===== config.mk =====
export PLATFORM = sky130hd
export DESIGN_NAME = pcie_us_cq_reg_if
export DESIGN_NICKNAME = d
export VERILOG_FILES = /design/src/rtl/pcie_us_cq_reg_if.sv
export SDC_FILE = /design/constraint.sdc
export NUM_CORES = 1
export LEC_CHECK = 0
export ABC_AREA = 1
export CAP_MARGIN = 20
export CORE_AREA = 8 8 300 302
export DETAILED_ROUTE_END_ITERATION = 8
export DIE_AREA = 0 0 308 310
export SLEW_MARGIN = 0
export SYNTH_ARGS = -nofsm -noshare
export SYNTH_HDL_FRONTEND = slang
export SYNTH_SLANG_ARGS = --single-unit

===== constraint.sdc =====
create_clock -name clk -period 3.7 [get_ports clk]
set_input_delay 0.74 -clock clk [delete_from_list [all_inputs] [get_ports clk]]
set_output_delay 0.74 -clock clk [all_outputs]
set_load 0.02 [all_outputs]

===== src/rtl/pcie_us_cq_reg_if.sv =====
// ---------------------------------------------------------------------------
// pcie_us_cq_reg_if
//   Completer-side bridge between the UltraScale PCIe CQ/CC ports and a simple
//   32-bit register bus. Single-dword memory reads/writes become one register
//   transaction; reads get a CC completion. Memory reads of other lengths and
//   IO requests get an Unsupported Request completion. Anything else is
//   dropped and flagged.
//
// Ports
//   clk, rst_n                 clock, async active-low reset
//   s_axis_cq_*                completer request stream (from hard IP)
//   m_axis_cc_*                completer completion stream (to hard IP)
//   reg_wr_addr/data/strb/en   register write request, en held until ack
//   reg_wr_ack                 register write acknowledge
//   reg_rd_addr/en             register read request, en held until ack
//   reg_rd_data/ack            register read data, valid with ack
//   completer_id(_enable)      inserted into every CC descriptor
//   status_error_cor           one-cycle pulse: register access timed out
//   status_error_uncor         one-cycle pulse: malformed/unsupported request
// ---------------------------------------------------------------------------
module pcie_us_cq_reg_if #(
   parameter int AXIS_PCIE_DATA_WIDTH    = 256,
   parameter int AXIS_PCIE_KEEP_WIDTH    = AXIS_PCIE_DATA_WIDTH/32,
   parameter int AXIS_PCIE_CQ_USER_WIDTH = (AXIS_PCIE_DATA_WIDTH == 512) ? 183 : 85,
   parameter int AXIS_PCIE_CC_USER_WIDTH = (AXIS_PCIE_DATA_WIDTH == 512) ? 81 : 33,
   parameter int REG_ADDR_WIDTH          = 16,
   parameter int TIMEOUT                 = 1024
) (
   input  logic                               clk,
   input  logic                               rst_n,

   input  logic [AXIS_PCIE_DATA_WIDTH-1:0]    s_axis_cq_tdata,
   input  logic [AXIS_PCIE_KEEP_WIDTH-1:0]    s_axis_cq_tkeep,
   input  logic                               s_axis_cq_tvalid,
   output logic                               s_axis_cq_tready,
   input  logic                               s_axis_cq_tlast,
   input  logic [AXIS_PCIE_CQ_USER_WIDTH-1:0] s_axis_cq_tuser,

   output logic [AXIS_PCIE_DATA_WIDTH-1:0]    m_axis_cc_tdata,
   output logic [AXIS_PCIE_KEEP_WIDTH-1:0]    m_axis_cc_tkeep,
   output logic                               m_axis_cc_tvalid,
   input  logic                               m_axis_cc_tready,
   output logic                               m_axis_cc_tlast,
   output logic [AXIS_PCIE_CC_USER_WIDTH-1:0] m_axis_cc_tuser,

   output logic [REG_ADDR_WIDTH-1:0]          reg_wr_addr,
   output logic [31:0]                        reg_wr_data,
   output logic [3:0]                         reg_wr_strb,
   output logic                               reg_wr_en,
   input  logic                               reg_wr_ack,
   output logic [REG_ADDR_WIDTH-1:0]          reg_rd_addr,
   output logic                               reg_rd_en,
   input  logic [31:0]                        reg_rd_data,
   input  logic                               reg_rd_ack,

   input  logic [15:0]                        completer_id,
   input  logic                               completer_id_enable,

   output logic                               status_error_cor,
   output logic                               status_error_uncor
);

   localparam logic [2:0] ST_IDLE  = 3'd0;
   localparam logic [2:0] ST_WRITE = 3'd1;
   localparam logic [2:0] ST_READ  = 3'd2;
   localparam logic [2:0] ST_CPL   = 3'd3;
   localparam logic [2:0] ST_DROP  = 3'd4;

   localparam int            TW      = $clog2(TIMEOUT) + 1;
   localparam logic [TW-1:0] TO_LAST = TW'(TIMEOUT - 1);

   // ------------------------------------------------------------------------
   // State
   // ------------------------------------------------------------------------
   logic [2:0]                state_q, state_d;
   logic                      rdy_q;
   logic [REG_ADDR_WIDTH-1:0] addr_q, addr_d;
   logic [4:0]                lo_addr_q, lo_addr_d;
   logic [3:0]                be_q, be_d;
   logic [31:0]               wdata_q, wdata_d;
   logic [31:0]               rdata_q, rdata_d;
   logic [15:0]               rid_q, rid_d;
   logic [7:0]                tag_q, tag_d;
   logic [2:0]                tc_q, tc_d;
   logic [2:0]                attr_q, attr_d;
   logic                      ur_q, ur_d;
   logic                      cpl_pend_q, cpl_pend_d;
   logic                      drain_q, drain_d;
   logic [TW-1:0]             to_cnt_q, to_cnt_d;
   logic                      err_cor_q, err_cor_d;
   logic                      err_uncor_q, err_uncor_d;

   // ------------------------------------------------------------------------
   // Request decode of the first CQ beat
   // ------------------------------------------------------------------------
   logic        cq_fire;
   logic [3:0]  cq_type;
   logic [10:0] cq_dwc;
   logic        is_wr, is_rd, is_ur;

   assign cq_fire = s_axis_cq_tvalid && s_axis_cq_tready;
   assign cq_type = s_axis_cq_tdata[78:75];
   assign cq_dwc  = s_axis_cq_tdata[74:64];
   assign is_wr   = (cq_type == 4'b0001) && (cq_dwc == 11'd1);
   assign is_rd   = (cq_type == 4'b0000) && (cq_dwc == 11'd1);
   assign is_ur   = ((cq_type == 4'b0000) && (cq_dwc != 11'd1)) ||
                    (cq_type == 4'b0010) || (cq_type == 4'b0011);

   // Held off during reset and for the first cycle after, so the hard IP
   // never sees ready while the block is still coming out of reset.
   assign s_axis_cq_tready = rdy_q && ((state_q == ST_IDLE) || (state_q == ST_DROP));

   // ------------------------------------------------------------------------
   // Next-state logic
   // ------------------------------------------------------------------------
   always_comb begin
      state_d     = state_q;
      addr_d      = addr_q;
      lo_addr_d   = lo_addr_q;
      be_d        = be_q;
      wdata_d     = wdata_q;
      rdata_d     = rdata_q;
      rid_d       = rid_q;
      tag_d       = tag_q;
      tc_d        = tc_q;
      attr_d      = attr_q;
      ur_d        = ur_q;
      cpl_pend_d  = cpl_pend_q;
      drain_d     = drain_q;
      to_cnt_d    = to_cnt_q;
      err_cor_d   = 1'b0;
      err_uncor_d = 1'b0;

      case (state_q)
         ST_IDLE: begin
            if (cq_fire) begin
               addr_d     = {s_axis_cq_tdata[REG_ADDR_WIDTH-1:2], 2'b00};
               lo_addr_d  = s_axis_cq_tdata[6:2];
               be_d       = s_axis_cq_tuser[3:0];
               wdata_d    = s_axis_cq_tdata[159:128];
               rdata_d    = 32'h0;
               rid_d      = s_axis_cq_tdata[95:80];
               tag_d      = s_axis_cq_tdata[103:96];
               tc_d       = s_axis_cq_tdata[123:121];
               attr_d     = s_axis_cq_tdata[126:124];
               ur_d       = 1'b0;
               cpl_pend_d = 1'b0;
               // Remaining beats of an oversized accepted request are
               // discarded after the register access finishes.
               drain_d    = !s_axis_cq_tlast;
               to_cnt_d   = '0;
               if (is_wr) begin
                  state_d = ST_WRITE;
               end else if (is_rd) begin
                  state_d = ST_READ;
               end else if (is_ur) begin
                  ur_d       = 1'b1;
                  cpl_pend_d = 1'b1;
                  state_d    = s_axis_cq_tlast ? ST_CPL : ST_DROP;
               end else begin
                  err_uncor_d = 1'b1;
                  state_d     = s_axis_cq_tlast ? ST_IDLE : ST_DROP;
               end
            end
         end

         ST_WRITE: begin
            // Ack takes priority over a timeout expiring in the same cycle.
            if (reg_wr_ack) begin
               state_d = drain_q ? ST_DROP : ST_IDLE;
            end else if (to_cnt_q == TO_LAST) begin
               err_cor_d = 1'b1;
               state_d   = drain_q ? ST_DROP : ST_IDLE;
            end else begin
               to_cnt_d = to_cnt_q + TW'(1);
            end
         end

         ST_READ: begin
            if (reg_rd_ack) begin
               rdata_d    = reg_rd_data;
               cpl_pend_d = 1'b1;
               state_d    = drain_q ? ST_DROP : ST_CPL;
            end else if (to_cnt_q == TO_LAST) begin
               rdata_d    = 32'hFFFF_FFFF;
               cpl_pend_d = 1'b1;
               err_cor_d  = 1'b1;
               state_d    = drain_q ? ST_DROP : ST_CPL;
            end else begin
               to_cnt_d = to_cnt_q + TW'(1);
            end
         end

         ST_DROP: begin
            if (cq_fire && s_axis_cq_tlast) begin
               drain_d = 1'b0;
               state_d = cpl_pend_q ? ST_CPL : ST_IDLE;
            end
         end

         ST_CPL: begin
            if (m_axis_cc_tready) begin
               cpl_pend_d = 1'b0;
               state_d    = ST_IDLE;
            end
         end

         default: state_d = ST_IDLE;
      endcase
   end

   always_ff @(posedge clk or negedge rst_n) begin
      if (!rst_n) begin
         state_q     <= ST_IDLE;
         rdy_q       <= 1'b0;
         addr_q      <= '0;
         lo_addr_q   <= '0;
         be_q        <= '0;
         wdata_q     <= '0;
         rdata_q     <= '0;
         rid_q       <= '0;
         tag_q       <= '0;
         tc_q        <= '0;
         attr_q      <= '0;
         ur_q        <= 1'b0;
         cpl_pend_q  <= 1'b0;
         drain_q     <= 1'b0;
         to_cnt_q    <= '0;
         err_cor_q   <= 1'b0;
         err_uncor_q <= 1'b0;
      end else begin
         state_q     <= state_d;
         rdy_q       <= 1'b1;
         addr_q      <= addr_d;
         lo_addr_q   <= lo_addr_d;
         be_q        <= be_d;
         wdata_q     <= wdata_d;
         rdata_q     <= rdata_d;
         rid_q       <= rid_d;
         tag_q       <= tag_d;
         tc_q        <= tc_d;
         attr_q      <= attr_d;
         ur_q        <= ur_d;
         cpl_pend_q  <= cpl_pend_d;
         drain_q     <= drain_d;
         to_cnt_q    <= to_cnt_d;
         err_cor_q   <= err_cor_d;
         err_uncor_q <= err_uncor_d;
      end
   end

   // ------------------------------------------------------------------------
   // Register bus
   // ------------------------------------------------------------------------
   assign reg_wr_en   = (state_q == ST_WRITE);
   assign reg_rd_en   = (state_q == ST_READ);
   assign reg_wr_addr = addr_q;
   assign reg_rd_addr = addr_q;
   assign reg_wr_data = wdata_q;
   assign reg_wr_strb = be_q;

   assign status_error_cor   = err_cor_q;
   assign status_error_uncor = err_uncor_q;

   // ------------------------------------------------------------------------
   // CC completion
   // ------------------------------------------------------------------------
   // Offset of the first enabled byte; an all-zero first_be reads as offset 0.
   function automatic logic [1:0] be_offset(input logic [3:0] be);
      casez (be)
         4'b???1: be_offset = 2'd0;
         4'b??10: be_offset = 2'd1;
         4'b?100: be_offset = 2'd2;
         4'b1000: be_offset = 2'd3;
         default: be_offset = 2'd0;
      endcase
   endfunction

   // Span from first to last enabled byte; a zero-length read reports 1.
   function automatic logic [12:0] be_count(input logic [3:0] be);
      casez (be)
         4'b1??1:                     be_count = 13'd4;
         4'b01?1, 4'b1?10:            be_count = 13'd3;
         4'b0011, 4'b0110, 4'b1100:   be_count = 13'd2;
         default:                     be_count = 13'd1;
      endcase
   endfunction

   logic [127:0] cc_desc;
   logic         in_cpl;

   assign in_cpl = (state_q == ST_CPL);

   always_comb begin
      cc_desc = '0;
      if (in_cpl) begin
         cc_desc[6:0]   = {lo_addr_q, be_offset(be_q)};
         cc_desc[28:16] = be_count(be_q);
         cc_desc[42:32] = ur_q ? 11'd0 : 11'd1;
         cc_desc[45:43] = ur_q ? 3'b001 : 3'b000;
         cc_desc[63:48] = rid_q;
         cc_desc[71:64] = tag_q;
         cc_desc[87:72] = completer_id;
         cc_desc[88]    = completer_id_enable;
         cc_desc[91:89] = tc_q;
         cc_desc[94:92] = attr_q;
         cc_desc[127:96] = ur_q ? 32'h0 : rdata_q;
      end
   end

   always_comb begin
      m_axis_cc_tdata        = '0;
      m_axis_cc_tdata[127:0] = cc_desc;
      m_axis_cc_tkeep        = '0;
      if (in_cpl) begin
         // UR carries only the 3-dword header; data completions add one dword.
         m_axis_cc_tkeep[3:0] = ur_q ? 4'b0111 : 4'b1111;
      end
   end

   assign m_axis_cc_tvalid = in_cpl;
   assign m_axis_cc_tlast  = in_cpl;
   assign m_axis_cc_tuser  = '0;

   // Most CQ descriptor/tuser bits carry nothing this bridge needs.
   logic unused_ok;
   assign unused_ok = ^{s_axis_cq_tdata, s_axis_cq_tkeep, s_axis_cq_tuser};

endmodule

==> results of run 1 <==
-- worst max path at each step --
stage / to / slack, ps / cells after the start
after floorplan: m_axis_cc_tdata[100] / 1240 / 6
after global placement: m_axis_cc_tdata[124] / 560 / 7
after detailed placement: m_axis_cc_tdata[124] / 570 / 7
after CTS: m_axis_cc_tdata[114] / 20 / 7
after global routing: m_axis_cc_tdata[119] / 50 / 7
final: m_axis_cc_tdata[114] / 270 / 7
-- cell usage in the layout (no fill, tap or decap), types with 5 or more instances in the layout --
cell type and count:
o21ai_2 29, xor2_1 5, nor2_1 110, clkdlybuf4s50_1 310
conb_1 207, dfrtp_1 132, clkbuf_16 17, a21oi_1 36
inv_6 5, o21ai_1 10, buf_12 5, buf_4 7
o21ai_0 45, inv_1 142, nand3_1 12, nand2_1 259
-- cell type report --
type	count	area (um2)	area share (%)
multi-input cells	746	3260	26.2
clock inverters	14	130	1.05
clock buffers	17	425	3.43
well taps	1155	1450	11.6
inverters	149	568	4.58
flip-flops and latches	132	3300	26.6
diodes	1	2.50	0.0202
repair buffers	325	3280	26.4
-- stage by stage --
step                instance area [um2]  util, %  hold slack [ps]
floorplan                          9050        -              444
global placement                  11900     13.8              464
detailed placement                11900     13.8              464
CTS                               12400     14.5             81.1
global route                      12400     14.5              116
finish                            12400     14.5              148
-- state kept, by name, indices dropped and copies added, names as in the netlist, 4 cells and up --
name and cells:
to_cnt_q 11, rid_q 16, lo_addr_q 4, rdata_q 32, reg_rd_addr 10, tag_q 8
reg_wr_strb 4, reg_wr_data 32
-- cells by family after synthesis --
| logic type | after synthesis | synth area share, % |
|---|---|---|
| compound gates | 130 | 9.51 |
| xor+xnor | 5 | 0.529 |
| fa+ha+maj | 1 | 0.151 |
| buf+inv | 415 | 30.3 |
| flops | 132 | 39.9 |
| other cells | 2 | 0.0907 |
| simple gates | 403 | 19.6 |
-- what timing repair did --
item,CTS,global route
resized for setup,1,1
gates cloned,0,0
setup buffers,0,0
endpoints found under the hold margin,0,0
setup endpoints to repair,1,22
-- where the power goes --
part           total [mW]  switching (mW)  internal (mW)  leakage (nW)
logic                3.25            1.99           1.25          3.55
registers            2.39           0.326           2.06          1.69
clock network        1.77           0.837          0.930         0.270
-- routing by layer --
layer	up-vias	global-route usage (%)
met4	6	2.63
met5	-	0
met1	3143	6.45
li1	3403	-
met2	363	9.51
met3	30	3.47
==> flow_metrics.py, run 1 <==
metrics = {
    "pwr": {
        "finalPower_mw": 7.40,
        "power.density_mw_per_mm2": 596,
        "power.ir.vdd_worst_uv": 401,
        "power.leakage_nw": 5.51,
    },
    "critical_path": {
        "ff2ff_setup_slack_ps": 1520,
        "path_cells": "inv_2 > nand3_4 > nor2_1 > inv_1 > buf_4 > nor2_1 > clkdlybuf4s50_1",
        "startpoint": "state_q[2]",
        "crit_arrival_ps": 2690,
        "cp_common_cell": "nor2_1",
        "timing.rr.start": "state_q[1]",
        "r2r-end": "rdata_q[26]",
        "critical_path_buf_inv_count": 4,
        "reg2reg_depth": 8,
        "crit_required_ps": 2960,
        "path_max_fanout": 26,
        "cp_top_family": "buffers and inverters",
        "slowest_stage": "clkdlybuf4s50_1",
        "path_class": "reg2out",
        "critPathLaunchType": "flop",
        "endpoint_kind": "output pin",
        "slowest_delay_ps": 640,
    },
    "floorplanning": {
        "die_w_um": 308,
        "die_area_mm2": 0.0955,
        "rows": 108,
        "initial_core_util_pct": 9.66,
        "fp.coreArea_mm2": 0.0857,
        "die_h_um": 310,
        "ioPinCount": 777,
    },
    "sta": {
        "timing.final.crit_share_pct": 92.8,
        "report.final.slew_viol_count": 0,
        "setup_slack_ps": 267,
        "final.setup.tns_ps": 0,
        "fin_crit_ps": 3430,
        "slew_headroom_pct": 56.0,
        "setup_viol": 0,
        "clock_skew_ps": 25.6,
        "finalHoldViolCount": 0,
        "max_freq_mhz": 291,
        "tightest_slew_ps": 660,
        "rsz0062_at_grt": "false",
    },
    "final_layout": {
        "layoutNonFillerInstCount": 2539,
        "layout-drive-gt1-share_pct": 7.01,
        "n_fill_cell": 9853,
        "nets": 1777,
        "area_growth_pct": 49.9,
    },
    "cts": {
        "cts_buffers": 17,
        "cts_tree": "yes",
        "hold_buffers": 0,
        "clockRootBuffer": "clkbuf_16",
        "clk_latency_ps": 470,
        "h-tree-depth": 4,
        "clk_path_buf_depth": 2,
        "clk_pin_slew_ps": 70,
        "cts.sinks": 132,
    },
    "detailed_routing": {
        "detail_route.vias_per_cell": 2.74,
        "postRouteAntennaNets": 0,
        "dr.pass1.iters": 4,
        "vias": 6945,
        "wl_met1_um": 11600,
        "routed-wl-met2_um": 13600,
        "drcViolationCount": 0,
        "drtIter0Drc": 277,
        "met3_length_um": 4060,
        "routedWlPerCell_um": 11.8,
        "topRoutingLayerUsed": "met5",
        "wirelength_um": 30000,
    },
    "placement": {
        "portBuffers": 316,
        "dp.cells": 2507,
        "dp_hpwl_um": 23100,
        "pre_cts_slack_ps": 574,
        "gp_congestion": 0.755,
    },
    "worst_hold_path": {
        "hold_class": "in2async",
    },
    "yosys": {
        "syn_area_per_cell_um2": 7.61,
        "synth_cells": 1088,
        "synth_area_leaders": "dfrtp_1 40%, buf_4 20%, nand2_1 12%",
        "synth_seq_area_share_pct": 39.9,
        "synthTopCellsByCount": "259 x nand2_1, 226 x buf_4, 143 x inv_1",
        "yosysWarnings": 0,
        "yosysMostFrequentCell": "nand2_1",
        "synthFlopType": "dfrtp_1",
        "yosysUniqueCellTypes": 37,
        "netlist.top_cell.by_area": "dfrtp_1",
        "async_flop_share_pct": 100,
        "ys_seq_elements": 132,
        "netlist_area_mm2": 0.00828,
        "synth.top_cell.area_share_pct": 39.9,
        "synth_edf_count": 0,
    },
    "global_routing": {
        "grt_pass1_wl_um": 42200,
        "gr-total-overflow": 0,
        "gr-usage-all-layers_pct": 5.98,
        "grt_pass1_vias": 7109,
        "grt_start_max_net_pins": 88,
        "antenna_found_initial": 4,
    },
    "job": {
        "cap_viol_max_count": 0,
    },
    "status": {
        "outcome": "completed",
    },
}
Note: power is estimated with default switching activity, not from simulation.
==> inputs of run 2 (changes only) <==
==> constraint.sdc (replaced) <==
create_clock -name clk -period 3.7 [get_ports clk]
set_input_delay 0.925 -clock clk [delete_from_list [all_inputs] [get_ports clk]]
set_output_delay 0.925 -clock clk [all_outputs]
set_load 0.02 [all_outputs]
==> run 2 against run 1 <==
  * Register-to-register slack worse by 20 ps
  * Setup slack got worse by 86 ps
  * Sequential share of layout area decreased by 0.24 points
  * Largest power group unchanged
  * Die area stayed put
  * Via count grew 0.68%
  * Combinational power is essentially flat
  * Core utilization grew 0.13 points
  * Flip-flop and latch count unchanged
==> flow_metrics.py, run 2 (same netlist as run 1, synthesis figures left out) <==
metrics = {
    "floorplanning": {
        "die_area_mm2": 0.0955,
        "rows": 108,
        "initial_core_util_pct": 9.66,
        "die_h_um": 310,
        "die_w_um": 308,
        "fp.coreArea_mm2": 0.0857,
        "ioPinCount": 777,
    },
    "cts": {
        "clk_path_buf_depth": 2,
        "cts_tree": "yes",
        "clockRootBuffer": "clkbuf_16",
        "h-tree-depth": 4,
        "cts_buffers": 17,
        "post_cts_buffers": 0,
        "clk_pin_slew_ps": 70,
        "cts.sinks": 132,
        "clk_latency_ps": 500,
        "hold_buffers": 0,
    },
    "global_routing": {
        "gr-total-overflow": 0,
        "gr-usage-all-layers_pct": 6.10,
        "grt_pass1_vias": 7374,
        "antenna_found_initial": 5,
        "grt_pass1_wl_um": 43000,
        "grt_start_max_net_pins": 75,
    },
    "detailed_routing": {
        "dr.pass1.iters": 4,
        "drtIter0Drc": 276,
        "vias": 6992,
        "postRouteAntennaNets": 0,
        "drcViolationCount": 0,
        "wirelength_um": 29900,
        "routedWlPerCell_um": 11.8,
        "detail_route.vias_per_cell": 2.75,
    },
    "sta": {
        "slew_headroom_pct": 53.3,
        "rsz0062_at_grt": "false",
        "finalHoldViolCount": 0,
        "final.setup.tns_ps": 0,
        "tightest_slew_ps": 701,
        "fin_crit_ps": 3520,
        "clock_skew_ps": 34.3,
        "max_freq_mhz": 284,
        "setup_slack_ps": 181,
        "report.final.slew_viol_count": 0,
        "setup_viol": 0,
        "timing.final.crit_share_pct": 95.1,
    },
    "pwr": {
        "clockPowerShare_pct": 24.6,
        "swShare_pct": 41.7,
        "power.density_mw_per_mm2": 597,
        "internal_power_mw": 4.36,
        "p_comb_share_pct": 43.5,
        "power.leakage_nw": 5.94,
        "power_frac_seq_pct": 31.9,
        "power.ir.vdd_worst_uv": 443,
        "p_switching_mw": 3.12,
    },
    "worst_hold_path": {
        "hold_class": "in2async",
    },
    "critical_path": {
        "endpoint_kind": "output pin",
        "path_cells": "inv_2 > nand3_4 > buf_12 > a311oi_1 > clkdlybuf4s50_1",
        "crit_arrival_ps": 2590,
        "cp_top_family": "buffers and inverters",
        "slowest_delay_ps": 680,
        "critical_path_buf_inv_count": 3,
        "path_class": "reg2out",
        "critPathLaunchType": "flop",
        "slowest_stage": "clkdlybuf4s50_1",
        "crit_required_ps": 2770,
        "path_max_fanout": 50,
    },
    "status": {
        "outcome": "completed",
    },
    "final_layout": {
        "diodes": 0,
        "layout-drive-gt1-share_pct": 7.28,
        "layout_common_cells": "285 x clkdlybuf4s50_1, 259 x nand2_1, 207 x conb_1",
        "area_growth_pct": 51.3,
        "final_common_cell": "clkdlybuf4s50_1",
        "post-route-util_pct": 14.6,
        "nets": 1780,
        "layoutNonFillerInstCount": 2542,
    },
    "placement": {
        "dp.cells": 2510,
        "dp_hpwl_um": 23200,
        "portBuffers": 316,
        "gp_congestion": 0.753,
        "pre_cts_slack_ps": 387,
    },
    "job": {
        "cap_viol_max_count": 0,
    },
}
## run 2: area by class of cell
| type | instances | area, um2 |
|---|---|---|
| Sequential cell | 132 | 3300 |
| Multi-Input combinational cell | 746 | 3260 |
| Timing Repair Buffer | 328 | 3350 |
| Tap cell | 1155 | 1450 |
| Clock buffer | 20 | 457 |
| Clock inverter | 12 | 144 |
| Inverter | 149 | 568 |
| Fill cell | 9839 | 73100 |
## run 2: repair_timing
item / in CTS / in global routing
endpoints found under the setup margin: 26 / 20
gates cloned: 0 / 0
gates resized for setup: 8 / 21
endpoints found under the hold margin: 0 / 0
## run 2: worst paths after layout
check	start	to	slack [ps]	cells past startpoint
setup / recovery	state_q[2]	m_axis_cc_tdata[17]	180	5
hold / removal	rst_n	rid_q[12]	350	1
setup reg to reg	state_q[0]	rdata_q[28]	1500	9
hold reg to reg	reg_wr_data[28]	reg_wr_data[28]	480	2
max in group asynchronous	rst_n	rdata_q[19]	2490	2
min in group clk	reg_wr_data[28]	reg_wr_data[28]	480	2
## run 2: routing by layer
layer | GRT usage [%] | vias up | part of all wire [%]
li1 | - | 3414 | -
met1 | 6.49 | 3170 | 39
met2 | 9.61 | 360 | 45
met3 | 3.62 | 40 | 13
met4 | 2.97 | 8 | 2.6
met5 | 0 | - | 0.15
## run 2: per-stage QoR
stage / power [mW] / hold slack, ps / instance area (um2)
final: 7.48 / 350 / 12500
after detailed placement: 5.69 / 465 / 11900
after floorplan: 4.60 / 475 / 9050
after CTS: 7.67 / 306 / 12500
after global placement: 5.66 / 463 / 11900
after global routing: 8.05 / 336 / 12500
## run 2: power by group through the flow
stage	logic, mW	registers [mW]	clock network, mW
after global placement	3.27	2.39	0
after global routing	3.58	2.46	2.01
after floorplan	1.94	2.66	0
after detailed placement	3.29	2.40	0
after CTS	3.30	2.39	1.97
final	3.25	2.39	1.84
==> inputs of run 3 (changes only) <==
CAP_MARGIN = 15   (was 20)
CORE_AREA = 8 8 296 298   (was 8 8 300 302)
DIE_AREA = 0 0 304 306   (was 0 0 308 310)
clock period = 4 ns   (was 3.7 ns; I/O delays follow)
==> run 3 against run 2 <==
  * Worst hold slack gained 130 ps
  * Sequential share of layout area grew 0.20 points
  * Via count rose by 0.33%
  * Critical path type unchanged
  * Critical endpoint is now m_axis_cc_tdata[116]
==> flow_metrics.py, run 3 (same netlist as run 1, synthesis figures left out) <==
metrics = {
    "floorplanning": {
        "ioPinCount": 777,
        "fp.coreArea_mm2": 0.0829,
        "initial_core_util_pct": 9.99,
        "die_h_um": 306,
        "rows": 106,
        "die_area_mm2": 0.0930,
        "die_w_um": 304,
    },
    "placement": {
        "dp_hpwl_um": 24200,
        "dp.cells": 2435,
        "place_area_mm2": 0.0118,
        "gp_congestion": 0.736,
        "portBuffers": 316,
    },
    "cts": {
        "hold_buffers": 0,
        "clockRootBuffer": "clkbuf_16",
        "clk_latency_ps": 470,
        "clk_pin_slew_ps": 70,
        "cts_buffers": 17,
        "clk_path_buf_depth": 2,
        "cts_tree": "yes",
        "h-tree-depth": 4,
        "cts.sinks": 132,
    },
    "global_routing": {
        "grt_pass1_vias": 7337,
        "grt_use_met3_pct": 3.98,
        "antenna_found_initial": 10,
        "gr-usage-all-layers_pct": 6.59,
        "grt-busiest-layer": "met2",
        "grt_util_met1_pct": 7.36,
        "grt_start_max_net_pins": 76,
        "gr-total-overflow": 0,
        "met2_usage_pct": 10.3,
        "grt_pass1_wl_um": 45900,
    },
    "critical_path": {
        "path_max_fanout": 13,
        "path_class": "reg2out",
        "critPathLaunchType": "flop",
        "crit_arrival_ps": 2680,
        "startpoint": "state_q[2]",
        "timing.rr.start": "state_q[1]",
        "crit_required_ps": 3000,
        "endpoint_kind": "output pin",
    },
    "pwr": {
        "power.density_mw_per_mm2": 558,
        "power.ir.vdd_worst_uv": 302,
        "power.leakage_nw": 5.55,
    },
    "sta": {
        "timing.final.crit_share_pct": 92.0,
        "clock_skew_ps": 20.3,
        "final.setup.tns_ps": 0,
        "report.final.slew_viol_count": 0,
        "fin_crit_ps": 3680,
        "max_freq_mhz": 272,
        "setup_viol": 0,
        "tightest_slew_ps": 788,
        "rsz0062_at_grt": "false",
        "slew_headroom_pct": 47.5,
        "finalHoldViolCount": 0,
    },
    "worst_hold_path": {
        "worstHoldStart": "reg_wr_data[29]",
        "hold_class": "reg2reg",
    },
    "final_layout": {
        "nets": 1782,
        "area_growth_pct": 50.2,
        "n_fill_cell": 9447,
        "layout_common_cells": "311 x clkdlybuf4s50_1, 259 x nand2_1, 207 x conb_1",
        "final_common_cell": "clkdlybuf4s50_1",
        "layoutNonFillerInstCount": 2472,
        "layout-drive-gt1-share_pct": 7.42,
        "final_area_mm2": 0.0124,
    },
    "detailed_routing": {
        "routedWlPerCell_um": 12.5,
        "detail_route.vias_per_cell": 2.84,
        "drcViolationCount": 0,
        "postRouteAntennaNets": 0,
        "drtIter0Drc": 231,
        "wirelength_um": 31000,
        "vias": 7015,
        "dr.pass1.iters": 4,
    },
    "job": {
        "cap_viol_max_count": 0,
    },
    "status": {
        "outcome": "completed",
    },
}
-- run 3: changes by cell type in the layout (fill, tap and decap cells not counted), moves of 3 or more --
cell / change
clkdlybuf4s50_1: +26
dlymetal6s2s_1: -20
dlygate4sd2_1: -6
diode_2: +3
-- run 3: path summary, 6_finish.rpt --
path	endpoint	depth (start not counted)	slack, ps
hold / removal	reg_wr_data[29]	2	480
hold reg to reg	reg_wr_data[29]	2	480
min in group asynchronous	rdata_q[28]	1	530
setup / recovery	m_axis_cc_tdata[116]	8	320
setup reg to reg	rdata_q[18]	9	1860
max in group asynchronous	reg_wr_data[29]	2	2670
-- run 3: layer usage --
metal | routed length [um] | vias up
li1 | - | 3439
met1 | 12700 | 3186
met2 | 13800 | 340
met3 | 3910 | 36
met4 | 532 | 14
met5 | 87 | -
-- run 3: worst max-delay path, stage by stage (launching register included) --
cell             delay, ps
dfrtp_1                440
inv_1                  210
nand3_4                120
nor2_2                 210
clkinvlp_4             150
buf_12                 160
buf_4                  160
nor2_1                 110
clkdlybuf4s50_1        640
-- run 3: cell type report --
cell class | instances | area, um2 | area share (%)
Antenna cell | 3 | 7.51 | 0.0604
Clock buffer | 18 | 429 | 3.45
Clock inverter | 14 | 166 | 1.34
Inverter | 149 | 572 | 4.60
Multi-Input combinational cell | 746 | 3260 | 26.2
Sequential cell | 132 | 3300 | 26.6
Tap cell | 1080 | 1350 | 10.9
Timing Repair Buffer | 330 | 3340 | 26.9
-- run 3: repair_timing --
action / 4_1_cts / 5_1_grt
buffers inserted: 2 / 0
setup endpoints to repair: 17 / 1
pin swaps: 0 / 0
gates resized for setup: 1 / 1
-- run 3: stage by stage --
step | util [%] | power (mW) | setup slack (ps) | hold slack (ps)
6_report | 15.0 | 6.94 | 319 | 481
5_1_grt | 15.0 | 7.49 | 43.1 | 511
4_1_cts | 15.0 | 7.11 | 101 | 483
3_5_place_dp | 14.2 | 5.29 | 482 | 465
3_3_place_gp | 14.2 | 5.25 | 480 | 463
2_1_floorplan | - | 4.25 | 1280 | 475
-- run 3: where the power goes --
group,leakage (nW),internal (mW),switching [mW]
registers,1.69,1.91,0.286
clock network,0.283,0.939,0.770
logic,3.57,1.17,1.86
total,5.55,4.02,2.92
